[src/rtl/hack_cpu_ctrl_pkg.sv]
// Shared types and instruction field positions for the Hack CPU control unit.
package hack_pkg;

  localparam int unsigned PC_W_DEF = 15;
  localparam int unsigned DW_DEF   = 16;

  typedef enum logic [1:0] {
    FETCH,
    DECODE,
    MEMRD,
    EXEC
  } state_t;

  // IR bit positions
  localparam int unsigned A_C     = 15;
  localparam int unsigned ABIT    = 12;
  localparam int unsigned COMP_HI = 11;
  localparam int unsigned COMP_LO = 6;
  localparam int unsigned DEST_A  = 5;
  localparam int unsigned DEST_D  = 4;
  localparam int unsigned DEST_M  = 3;
  localparam int unsigned JMP_LT  = 2;
  localparam int unsigned JMP_EQ  = 1;
  localparam int unsigned JMP_GT  = 0;

endpackage

[src/rtl/hack_jump_cond.sv]
// Jump condition evaluation from the C-instruction jump bits and ALU flags.
module hack_jump_cond (
  input  logic [2:0] jmp,
  input  logic       zr,
  input  logic       ng,
  output logic       take
);
  import hack_pkg::*;

  always_comb begin
    take = (jmp[JMP_LT] & ng) | (jmp[JMP_EQ] & zr) | (jmp[JMP_GT] & ~ng & ~zr);
  end

endmodule

[src/rtl/hack_cpu_ctrl.sv]
// Multi-cycle Hack CPU control: fetch/decode, A/D/M/PC registers, ALU drive,
// memory read/write handshake and jump resolution.
module hack_cpu_ctrl
  import hack_pkg::*;
#(
  parameter int unsigned PC_W = PC_W_DEF,
  parameter int unsigned DW   = DW_DEF
) (
  input  logic            clk,
  input  logic            rst_n,
  input  logic [DW-1:0]   instr,
  input  logic            instr_valid,
  output logic [PC_W-1:0] pc,
  output logic [DW-1:0]   alu_x,
  output logic [DW-1:0]   alu_y,
  output logic            alu_zx,
  output logic            alu_nx,
  output logic            alu_zy,
  output logic            alu_ny,
  output logic            alu_f,
  output logic            alu_no,
  input  logic [DW-1:0]   alu_out,
  input  logic            alu_zr,
  input  logic            alu_ng,
  output logic [PC_W-1:0] mem_addr,
  output logic            mem_rd_req,
  input  logic            mem_rd_ack,
  input  logic [DW-1:0]   mem_rdata,
  output logic            mem_we,
  output logic [DW-1:0]   mem_wdata,
  output logic            busy
);

  state_t          state, state_nx;
  logic [DW-1:0]   ir, a, d, m;
  logic            take;
  logic [PC_W-1:0] pc_inc;

  assign pc_inc = pc + PC_W'(1);

  hack_jump_cond u_jump (
    .jmp  (ir[JMP_LT:JMP_GT]),
    .zr   (alu_zr),
    .ng   (alu_ng),
    .take (take)
  );

  always_comb begin
    state_nx   = state;
    mem_rd_req = 1'b0;
    mem_we     = 1'b0;
    busy       = 1'b1;
    {alu_zx, alu_nx, alu_zy, alu_ny, alu_f, alu_no} = '0;
    case (state)
      FETCH: begin
        busy = 1'b0;
        if (instr_valid) state_nx = DECODE;
      end
      DECODE: begin
        if (!ir[A_C])       state_nx = FETCH;
        else if (ir[ABIT])  state_nx = MEMRD;
        else                state_nx = EXEC;
      end
      MEMRD: begin
        mem_rd_req = 1'b1;
        if (mem_rd_ack) state_nx = EXEC;
      end
      EXEC: begin
        {alu_zx, alu_nx, alu_zy, alu_ny, alu_f, alu_no} = ir[COMP_HI:COMP_LO];
        mem_we   = ir[DEST_M];
        state_nx = FETCH;
      end
      default: state_nx = FETCH;
    endcase
  end

  assign alu_x     = d;
  assign alu_y     = ir[ABIT] ? m : a;
  assign mem_addr  = a[PC_W-1:0];
  assign mem_wdata = alu_out;

  // A, D and pc all update on the EXEC edge from pre-edge values, so a jump
  // target always sees the A held before this instruction's own A write.
  always_ff @(posedge clk) begin
    if (!rst_n) begin
      state <= FETCH;
      ir    <= '0;
      a     <= '0;
      d     <= '0;
      m     <= '0;
      pc    <= '0;
    end else begin
      state <= state_nx;
      case (state)
        FETCH:  if (instr_valid) ir <= instr;
        DECODE: begin
          if (!ir[A_C]) begin
            a  <= {{(DW-PC_W){1'b0}}, ir[PC_W-1:0]};
            pc <= pc_inc;
          end
        end
        MEMRD:  if (mem_rd_ack) m <= mem_rdata;
        EXEC: begin
          if (ir[DEST_A]) a <= alu_out;
          if (ir[DEST_D]) d <= alu_out;
          pc <= take ? a[PC_W-1:0] : pc_inc;
        end
        default: ;
      endcase
    end
  end

endmodule

[config.mk]
export PLATFORM = sky130hd
export DESIGN_NAME = hack_cpu_ctrl
export DESIGN_NICKNAME = d
export VERILOG_FILES = /design/src/rtl/hack_cpu_ctrl_pkg.sv /design/src/rtl/hack_jump_cond.sv /design/src/rtl/hack_cpu_ctrl.sv
export SDC_FILE = /design/constraint.sdc
export NUM_CORES = 1
export LEC_CHECK = 0
export BUFFER_PORTS_ARGS = -buffer_cell sky130_fd_sc_hd__buf_2
export CELL_PAD_IN_SITES_DETAIL_PLACEMENT = 0
export CELL_PAD_IN_SITES_GLOBAL_PLACEMENT = 1
export CORE_UTILIZATION = 38
export DETAILED_ROUTE_END_ITERATION = 16
export GPL_ROUTABILITY_DRIVEN = 0
export PLACE_DENSITY = 0.85
export SYNTH_ARGS = -nofsm -noshare
export SYNTH_HDL_FRONTEND = slang
export SYNTH_SLANG_ARGS = --single-unit
[constraint.sdc]
create_clock -name clk -period 4.3 [get_ports clk]
set_input_delay 0.86 -clock clk [delete_from_list [all_inputs] [get_ports clk]]
set_output_delay 0.86 -clock clk [all_outputs]
set_load 0.005 [all_outputs]
==> qor.txt <==
worst relative slew slack = 0.333
H-tree depth = 3
Yosys top cell area share = 0.413
vias in the first global route = 3319
antenna viol nets, final = 0
pwr dens = 350 nW/um2
Synth cell types = 41
post-CTS setup buffers = 0
Max Cap Viol = 0
die outline width = 104 um
WP data required = 3.44 ns
final setup violation count = 0
via count = 3621
unrepaired setup endpoints after global routing = no
Core Region = 9910 um2
Hold WC Path Type = reg2reg
Area Growth Syn to Fin = 17.8%
Post-Place Cell Area = 4420 um2
first-pass GRT wire length = 17.2 mm
Post-CTS Resized = 0
# port buffers = 140
Die Ht = 104 um
Setup TNS Final = 0 ns
warning count from the yosys run = 0
1st-pass router iterations = 4
Final #Nets = 624
post-DP HPWL = 7.65 mm
worst skew pair latency = 0.35 ns
hold_buf cts = 0
Max Buffers Root-to-Sink = 2
vias per inst = 5.12
final std cells w/o fill = 707
initial antenna violation count = 0
Leakage Power = 1.98 nW
Post-Synthesis Cells = 481
max frequency = 366 MHz
Crit. End Element = output pin
ANT cells = 0
Detailed Route WL = 10.7 mm
synth top area cells = dfxtp_1 (41%), nand2_1 (11%), a21oi_1 (7.4%)
post-layout power = 1.62 mW
share of layout cells above drive strength 1 = 0.284
clk_skew = 0.00569 ns
CP Max Fanout = 19
Final Max Tran Viols = 0
register area share after synthesis = 0.413
crit path DAT = 1.87 ns
Slew @ Worst Pin = 1.00 ns
ys flop type = dfxtp_1
CTS Sinks = 81
Cells after DPL = 691
R2R setup slack = 2.07 ns
std cell rows = 36
DRC violation count after routing = 0
GRT Residual Overflow = 0
Worst Path Class, Setup = reg2out
CTS root buf = clkbuf_8
Hold Vio Cnt, Final = 0
DR WL/cell = 15.1 um
Setup crit start kind = flip-flop
initial drt markers = 113
Peak VDD IR = 0.150 mV
asr flop ratio synth = 0
syn nets = 536
period utilization = 0.635
status = finished, final reports clean
synthesized flop and latch total = 81
largest net degree at the start of global routing = 54
syn avg cell area = 8.15 um2
Die Area = 10700 um2
minimum clock period = 2.73 ns
number of synthesized flops with an enable pin = 0
boundary pin count = 141
clock buffer count from CTS = 9
TritonCTS clock tree = done
Mapped Area = 3920 um2
Initial Util = 0.396
Post-Layout Inst Area = 4620 um2
leading area contributor after synthesis = dfxtp_1
GRT Total Usage = 0.200
CTS clk-pin slew, worst paths = 0.09 ns
Final Util = 0.466
cell usage in the layout (no fill, tap or decap), types with 6 or more instances in the layout:
cell	n
and3_1	9
clkbuf_8	9
and2_1	6
nor2_1	21
nand3_1	11
o22ai_1	8
nand4_1	6
nand2_1	114
buf_2	140
dfxtp_1	81
a21oi_1	58
mux2_1	16
a211oi_1	15
mux2i_1	21
a31oi_1	6
worst max-delay path, stage by stage, from the launching register on:
cell and delay [ns]:
dfxtp_1 0.98, mux2_1 0.39, buf_2 0.13
where the power goes:
part / switching, mW / internal (mW) / total (mW)
sequential: 0.0461 / 0.785 / 0.831
clock: 0.300 / 0.275 / 0.575
combinational: 0.118 / 0.0933 / 0.212
area by class of cell:
class | instances | area [um2]
multi-input cells | 332 | 1900
inverters | 3 | 11.3
fillers | 1035 | 5290
clock buffers | 9 | 124
flip-flops and latches | 81 | 1620
repair buffers | 142 | 716
well taps | 133 | 166
clock inverters | 7 | 77.6
metal layers:
layer  part of all wire  vias up  GRT usage
li1                   -     1814          -
met1               0.47     1671      0.275
met2               0.46      132      0.313
met3              0.064        4     0.0510
met4             0.0036        0     0.0445
met5                  0        -          0
final timing paths:
check | cells after the start | end | start
min reg2reg | 2 | m[4] | m[4]
min | 2 | m[4] | m[4]
max reg2reg | 4 | alu_x[2] | state[0]
max | 2 | alu_y[3] | ir[12]
cells in the mapped netlist, drive strengths merged (2+ instances only):
cell / n
nor2: 21
a22oi: 4
clkbuf: 25
nand3: 11
nand3b: 2
nand2: 114
mux2: 16
o31a: 3
and3: 9
nor2b: 2
or3: 2
and2: 6
a31oi: 6
and4: 3
and3b: 2
inv: 3
nor3: 3
mux2i: 21
nand4: 6
nor4: 2
dfxtp: 81
a21oi: 58
o21ai: 4
nand2b: 2
o22ai: 8
a211oi: 15
buf: 40
or4: 4
o211ai: 3
stage by stage:
stage               hold slack (ns)  worst slack [ns]
detailed placement            0.446              1.88
CTS                           0.459              1.53
floorplan                     0.434              2.11
global placement              0.440              1.93
finish                        0.456              1.57
global route                  0.478              1.48
registers in the layout (all words and copies together), names as in the netlist, named ones only:
| name | flops |
|---|---|
| a | 16 |
| alu_x | 16 |
| ir | 16 |
| m | 16 |
| pc | 15 |
| state | 1 |
cells by family after synthesis:
family	count (synthesis)	synth area share
muxes	37	0.0995
adders and majority gates	1	0.00319
AOI/OAI and AO/OA	104	0.164
and+or+nand+nor	190	0.219
buffers and inverters	68	0.101
DFF	81	0.413
Power figures use the tool's default switching activity.
